$ cat src/rtl/layer_mixer.sv
// Fixed-priority layer compositor (me > bullet > enemy > bg) with per-pixel collision
// detection and per-frame collision accumulation into frame-end pulses and a hit counter.
module layer_mixer #(
    parameter int unsigned H_DISP    = 640,
    parameter int unsigned V_DISP    = 480,
    parameter int unsigned HIT_CNT_W = 16,
    parameter int unsigned X_W       = 10,
    parameter int unsigned Y_W       = 9,
    parameter int unsigned RGB_W     = 12
) (
    input  logic                 clk_vga,
    input  logic                 rst,
    input  logic [X_W-1:0]       req_x_addr_i,
    input  logic [Y_W-1:0]       req_y_addr_i,
    input  logic                 disp_en_i,
    input  logic                 game_run_i,
    input  logic                 clr_score_i,
    input  logic [RGB_W-1:0]     bg_rgb_i,
    input  logic [RGB_W-1:0]     me_rgb_i,
    input  logic                 me_alpha_i,
    input  logic [RGB_W-1:0]     enemy_rgb_i,
    input  logic                 enemy_alpha_i,
    input  logic [RGB_W-1:0]     bullet_rgb_i,
    input  logic                 bullet_alpha_i,
    output logic [RGB_W-1:0]     vga_rgb_o,
    output logic                 crash_enemy_bullet_o,
    output logic                 frame_end_o,
    output logic                 frame_crash_me_o,
    output logic [HIT_CNT_W-1:0] hit_cnt_o
);

    localparam logic [X_W-1:0] X_LAST = X_W'(H_DISP - 1);
    localparam logic [Y_W-1:0] Y_LAST = Y_W'(V_DISP - 1);

    logic             acc_hit;
    logic             acc_me;
    logic             me_overlap;
    logic             frame_last;
    logic [RGB_W-1:0] mix_rgb;

    assign crash_enemy_bullet_o = enemy_alpha_i & bullet_alpha_i & disp_en_i & game_run_i;
    assign me_overlap           = me_alpha_i & enemy_alpha_i & disp_en_i & game_run_i;
    assign frame_last = disp_en_i && (req_x_addr_i == X_LAST) && (req_y_addr_i == Y_LAST);

    always_comb begin
        mix_rgb = '0;
        if (disp_en_i) begin
            if (me_alpha_i)          mix_rgb = me_rgb_i;
            else if (bullet_alpha_i) mix_rgb = bullet_rgb_i;
            else if (enemy_alpha_i)  mix_rgb = enemy_rgb_i;
            else                     mix_rgb = bg_rgb_i;
        end
    end

    always_ff @(posedge clk_vga) begin
        if (rst) begin
            vga_rgb_o        <= '0;
            frame_end_o      <= 1'b0;
            frame_crash_me_o <= 1'b0;
            hit_cnt_o        <= '0;
            acc_hit          <= 1'b0;
            acc_me           <= 1'b0;
        end else begin
            vga_rgb_o        <= mix_rgb;
            frame_end_o      <= frame_last;
            // Overlap on the last pixel belongs to the frame that is ending.
            frame_crash_me_o <= frame_last & (acc_me | me_overlap);

            if (!game_run_i || frame_last) begin
                acc_hit <= 1'b0;
                acc_me  <= 1'b0;
            end else begin
                if (crash_enemy_bullet_o) acc_hit <= 1'b1;
                if (me_overlap)           acc_me  <= 1'b1;
            end

            if (clr_score_i) begin
                hit_cnt_o <= '0;
            end else if (frame_last && (acc_hit || crash_enemy_bullet_o) && !(&hit_cnt_o)) begin
                hit_cnt_o <= hit_cnt_o + 1'b1;
            end
        end
    end

endmodule

$ cat config.mk
export PLATFORM = sky130hd
export DESIGN_NAME = layer_mixer
export DESIGN_NICKNAME = d
export VERILOG_FILES = /design/src/rtl/layer_mixer.sv
export SDC_FILE = /design/constraint.sdc
export NUM_CORES = 1
export LEC_CHECK = 0
export ABC_AREA = 1
export CAP_MARGIN = 40
export CORE_UTILIZATION = 30
export CTS_CLUSTER_SIZE = 30
export DETAILED_ROUTE_END_ITERATION = 10
export DONT_BUFFER_PORTS = 1
export GPL_TIMING_DRIVEN = 0
export HOLD_SLACK_MARGIN = 0.1
export MAX_ROUTING_LAYER = met4
export PLACE_DENSITY_LB_ADDON = 0.3
export SLEW_MARGIN = 10
export SYNTH_ARGS = -nofsm -noshare
export SYNTH_HDL_FRONTEND = slang
export SYNTH_SLANG_ARGS = --single-unit
$ cat constraint.sdc
create_clock -name clk_vga -period 2.6 [get_ports clk_vga]
set_input_delay 0.39 -clock clk_vga [delete_from_list [all_inputs] [get_ports clk_vga]]
set_output_delay 0.39 -clock clk_vga [all_outputs]
set_load 0.05 [all_outputs]
# After elaboration in Yosys (flattened, before gate mapping)
# Cells that the tools add are included.
[totals]
regBits = 32
wordCells = 33
[op_classes]
n_mux = 3
n_reduce_logical = 12
add_sub_neg = 1
n_eq_ne = 2
bitwise = 9
[ops]
columns = ["op", "count"]
rows = [
  ["2-to-1 mux 12 bit", 3],
  ["adder 16 x 1 -> 16 bit (second input constant)", 1],
  ["AND reduction 16 bit", 1],
  ["== test 10 bit (second input constant)", 1],
  ["== test 9 bit (second input constant)", 1],
  ["bitwise AND 1 bit", 7],
  ["OR reduction 2 bit", 3],
  ["logical AND 1 bit", 4],
  ["logical NOT 1 bit", 2],
  ["logical OR 1 bit", 2],
  ["NOT 1 bit", 1],
  ["bitwise OR 1 bit", 1],
]

# Longest topological paths before layout
# Gate-level depths: netlist (run 1).
[logic_depth]
ltp_word = 6
ltp_mapped = 9
depth_no_buf = 9

# Worst setup path after synthesis (run 1)
# No wires, ideal clock.
[synth_timing]
path_type = "reg-to-reg"
from = "reg hit_cnt_o[0]"
to = "reg hit_cnt_o[10]"
stages_incl_launch_ff = 9
setup_slack_ns = 0.697
required_ns = 2.529
setup_ns = 0.071
arrival_time_ns = 1.832
period_less_slack_ns = 1.903
cell_sequence = "dfxtp_1 ha_1 nand3_4 nor2_4 nand2_4 nand4_4 buf_12 nand2_2 a21oi_2"
[synth_via]
elab_chain_len = 3
elab_cells_between_ends = 4
cone_classes = "add/sub: 1; reduce/logical: 3"
[synth_rtl]
columns = ["item", "line_no", "source"]
rows = [
  ["from (decl)", "29", "output logic [HIT_CNT_W-1:0] hit_cnt_o"],
  ["from (signal assigned)", "80", "hit_cnt_o <= hit_cnt_o + 1'b1;"],
  ["parallel branches: the longest is 3 deep, another holds adder 16 x 1 -> 16 bit", "--", ""],
]
# Parallel ways; which one is timed is not known.
# A chain may end at the register's enable or synchronous reset.

# Worst setup path after layout (run 1)
[layout_timing]
from = "reg hit_cnt_o[0]"
to = "reg hit_cnt_o[11]"
# The elaborated chain is that of the path after synthesis.

==> results of run 1 <==
[logic make-up after synthesis]
kind of cell	after synthesis	synth area share
flops	32	0.306
compound gates	55	0.172
buf+inv	53	0.108
xor+xnor	7	0.0293
fa+ha+maj	1	0.00598
simple gates	168	0.379
[final cells by class]
class	instances	area, sq um	area share
plain buffers	13	75.1	0.0329
multi-input cells	231	1230	0.537
clock buffers	8	90.1	0.0395
inverters	40	150	0.0658
flip-flops and latches	32	641	0.281
well taps	80	100	0.0439
[through the flow]
stage | total power (uW) | cell area, sq um
2_1_floorplan | 614 | 2090
3_3_place_gp | 633 | 2190
3_5_place_dp | 634 | 2190
4_1_cts | 1040 | 2280
5_1_grt | 1090 | 2280
6_report | 1030 | 2280
[worst register-to-register path: stages, from the launching register on]
cell     delay (ns)
dfxtp_1        0.76
ha_1           0.40
nand3_4        0.12
nor2_4         0.18
nand2_4        0.10
nand4_4        0.15
buf_12         0.16
nand2_2        0.06
a21oi_2        0.15
[report_power, final]
| part | internal (uW) | leakage (uW) | switching (uW) | total, uW |
|---|---|---|---|---|
| Clock | 216 | 0.0000455 | 188 | 404 |
| Sequential | 500 | 0.000260 | 39.1 | 539 |
| Combinational | 27.3 | 0.000557 | 55.4 | 82.7 |
[flip-flops by register name (all words and copies together) (netlist names)]
name,flops
hit_cnt_o,16
vga_rgb_o,12
acc_hit,1
acc_me,1
frame_crash_me_o,1
frame_end_o,1
[final timing paths]
kind                        start       endpoint  slack [ns]  cells past startpoint
setup / recovery     hit_cnt_o[0]  hit_cnt_o[11]        0.44                      8
hold / removal    bullet_rgb_i[3]   vga_rgb_o[3]        0.26                      2
hold reg to reg            acc_me         acc_me        0.48                      2
setup reg to reg     hit_cnt_o[0]  hit_cnt_o[11]        0.44                      8
[cell usage in the layout (no fill, tap or decap), drive strengths merged]
cell / n
nand2: 92
inv: 40
nor2: 40
dfxtp: 32
nand3: 25
o21ai: 15
a21oi: 15
clkbuf: 15
o211ai: 13
a31oi: 12
nand4: 9
buf: 6
xor2: 5
xnor2: 2
nor3: 1
nand3b: 1
ha: 1
[layer usage]
layer	GRT usage	vias up	wire (microns)
met3	0.0558	5	433
met1	0.195	900	2470
met5	-	-	0
met4	0.0545	0	54
met2	0.274	81	2690
li1	-	1043	-
==> metrics.cfg, run 1 <==
[run_status]
outcome = completed

[timing]
setup_viol = 0
worst_pin_slew_ns = 0.739
max_freq_ghz = 0.463
finalHoldViolations = 0
fin_crit_ns = 2.16
post-route-period-util = 0.830
finalMaxSlewViolations = 0
tns_ns = 0
relSlewSlack = 0.507
setup_slack_ns = 0.442
skew_ns = 0.00639
whs_ns = 0.265
rsz0062_at_grt = false

[global_route]
grt_usage = 0.168
grt_pass1_wl_microns = 9320
antenna_found_initial = 0
grt_max_degree = 11
grt_overflow = 0
grt_pass1_vias = 1985

[setup_path]
crit_type = reg -> reg
cp_max_fo = 10
crit_path_end_kind = flip-flop
start_kind = flip-flop
critPathArrivalTime_ns = 2.37
crit_path_cell_trace = ha_1, nand3_4, nor2_4, nand2_4, nand4_4, buf_12, nand2_2, a21oi_2
required_ns = 2.81
cp_top_family = flip-flops
slowest_stage = dfxtp_1
cp_num_buf_inv = 1
critPathMaxStageDelay_ns = 0.76

[layout]
fin_util = 0.338
drive_gt1_frac = 0.151
nFillCells = 737
diodes = 0
syn_to_final_growth_pct = 9.09
layout.nets = 399
final_cells = 404

[clocking]
cts_tree = built
cts-root-buf = clkbuf_8
clk_path_buf_depth = 2
clk_latency_ns = 0.28
clock_sinks = 32
post-cts-setup-buffers = 0
cts_hold_buf = 0
cts_made_buffers = 5
postCtsResizedCells = 0
htreeDepth = 2
path_clk_slew_ns = 0.07

[die]
dieWidth_microns = 85.5
die_y_microns = 85.5
rows = 30
fp.coreArea_sq_mm = 0.00676
die_area_sq_mm = 0.00731
start_util = 0.310
ioPinCount = 106

[detailed_routing]
via_per_inst = 5.02
ant_nets = 0
drt-initial-drc-count = 48
vias = 2029
routedWlPerCell_microns = 14.0
first_pass_iters = 4
drt-total-wl_microns = 5640
drc = 0

[synth]
yosys_register_bits = 32
async_flop_share = 0
synth_flop_cell = dfxtp_1
syn_area_sq_mm = 0.00209
synthTopCellsByCount = nand2_1, inv_1, nor2_1
yosysSeqAreaShare = 0.306
synth_edf_count = 0
synth_top_area_cell = dfxtp_1
avgSynthCellArea_sq_um = 6.62
synth_fp_nets = 392
yosysMostFrequentCell = nand2_1
synthCells = 316
yosys.area.top_type_share = 0.306
synth_cell_types = 29
ys_top_cells_by_area = dfxtp_1, nand2_1, inv_1, nor2_1, nand3_1
yosys_warnings = 0

[placement]
post-place-ws_ns = 0.455
numPortBuffers = 0
hpwlAfterDp_microns = 4410
gp_congestion = 0.799
place_inst = 396

[power]
irDropWorstVdd_mv = 0.158
pwr_density_cell_mw_per_mm2 = 450
p_leak_uw = 0.000862

[run]
cap_viol_max_count = 0

[min_path]
hp-class = in -> reg

Power figures use the tool's default switching activity.
==> inputs of run 2 (changes only) <==
clock period = 2.1 ns   (was 2.6 ns; I/O delays follow)
==> run 2 against run 1 <==
Sequential share of layout area is 0.12 points higher. Global-route usage unchanged. Clock power rose by 24%. Flip-flop and latch count did not move. Sequential power rose by 24%. Via count is 0.34% higher. Clock skew is essentially flat. Die area unchanged. Wire length is 0.25% lower. Critical path type unchanged. Largest cell class unchanged.
==> metrics.cfg, run 2 (synthesized netlist as in run 1, its figures left out) <==
[layout]
fin_util = 0.338
final_cell_mix = nand2_1, inv_1, nor2_1
layout.nets = 399
syn_to_final_growth_pct = 9.27
final_cells = 404
drive_gt1_frac = 0.160
nFillCells = 738
largest_reg_flops = 16
largestRegisters = hit_cnt_o (16), vga_rgb_o (12)
top_register = hit_cnt_o
diodes = 0
mostFrequentLayoutCell = nand2_1

[power]
p_leak_uw = 0.000864
pwr_density_cell_mw_per_mm2 = 556
swShare = 0.276
power_uw = 1270
p_comb_frac = 0.081
irDropWorstVdd_mv = 0.195
power_frac_seq = 0.525
clkPwrFrac = 0.394
p_switching_uw = 350
internal-power_uw = 921

[timing]
whs_ns = 0.189
skew_ns = 0.00647
finalMaxSlewViolations = 0
rsz0062_at_grt = false
relSlewSlack = 0.499
max_freq_ghz = 0.523
tns_ns = 0
fin_crit_ns = 1.91
setup_viol = 0
finalHoldViolations = 0
post-route-period-util = 0.911
worst_pin_slew_ns = 0.750

[detailed_routing]
via_per_inst = 5.04
ant_nets = 0
routedWlPerCell_microns = 13.9
first_pass_iters = 4
drt-initial-drc-count = 48
drt-total-wl_microns = 5630
vias = 2036
drc = 0

[placement]
hpwlAfterDp_microns = 4410
numPortBuffers = 0
gp_congestion = 0.799
place_inst = 396

[global_route]
grt_util_met1 = 0.195
antenna_found_initial = 0
grt_max_degree = 11
use_met3 = 0.0558
grt-busiest-layer = met2
grt_overflow = 0
grt_pass1_wl_microns = 9320
grt_usage = 0.168
grt_pass1_vias = 1985
met2_usage = 0.274

[setup_path]
cp_max_fo = 10
crit_path_end_kind = flip-flop
start_kind = flip-flop
r2r_cells = 9
required_ns = 2.31
crit_type = reg -> reg
critPathArrivalTime_ns = 2.12

[die]
fp.coreArea_sq_mm = 0.00676
die_y_microns = 85.5
start_util = 0.310
die_area_sq_mm = 0.00731
dieWidth_microns = 85.5
ioPinCount = 106
rows = 30

[run]
cap_viol_max_count = 0

[clocking]
post-cts-setup-buffers = 0
clk_latency_ns = 0.28
clock_sinks = 32
cts_hold_buf = 0
clk_path_buf_depth = 2
path_clk_slew_ns = 0.07
htreeDepth = 2
cts_made_buffers = 5
cts_tree = built
cts-root-buf = clkbuf_8

[min_path]
hold_depth = 2
hp-class = in -> reg

[run_status]
outcome = completed

-- run 2: cell types whose count changed in the layout (fill, tap and decap cells not counted) --
cell and change:
dfxtp_1 -3, dfxtp_2 +3
-- run 2: area by class of cell --
cell class,count,area (sq um),area share
well taps,80,100,0.0438
plain buffers,13,75.1,0.0328
flip-flops and latches,32,644,0.282
clock buffers,8,90.1,0.0394
multi-input cells,231,1230,0.536
inverters,40,150,0.0657
-- run 2: final timing paths --
check | from | end | slack, ns
min | bullet_rgb_i[3] | vga_rgb_o[3] | 0.19
max reg2reg | hit_cnt_o[13] | hit_cnt_o[11] | 0.19
min reg2reg | acc_me | acc_me | 0.48
max | hit_cnt_o[13] | hit_cnt_o[11] | 0.19
-- run 2: critical path, stage by stage (launching register included) --
cell and delay [ns]:
dfxtp_1 0.78, nand2_2 0.15, inv_2 0.08, nand2_2 0.05, nor2_2 0.15, nand2_4 0.11
nand4_4 0.15, buf_12 0.16, nand2_2 0.05, a21oi_2 0.15
-- run 2: metal layers --
metal | part of all wire | vias up
met5 | 0 | -
met4 | 0.0096 | 0
met3 | 0.081 | 5
met2 | 0.47 | 84
met1 | 0.44 | 903
li1 | - | 1044
-- run 2: timing repair --
item,4_1_cts,5_1_grt
pin swaps,0,0
endpoints found under the setup margin,10,1
resized for setup,2,1
-- run 2: through the flow --
step	setup WS, ns	instance area, sq um
4_1_cts	0.165	2280
5_1_grt	0.00648	2290
3_5_place_dp	-0.0451	2190
6_report	0.186	2290
3_3_place_gp	-0.0316	2190
2_1_floorplan	0.197	2090
-- run 2: power groups by stage --
stage               combinational, uW  sequential, uW  clock (uW)
floorplan                        81.0             680           0
global placement                  101             683           0
detailed placement                103             682           0
global route                      118             669         560
finish                            103             668         500
CTS                               103             668         516
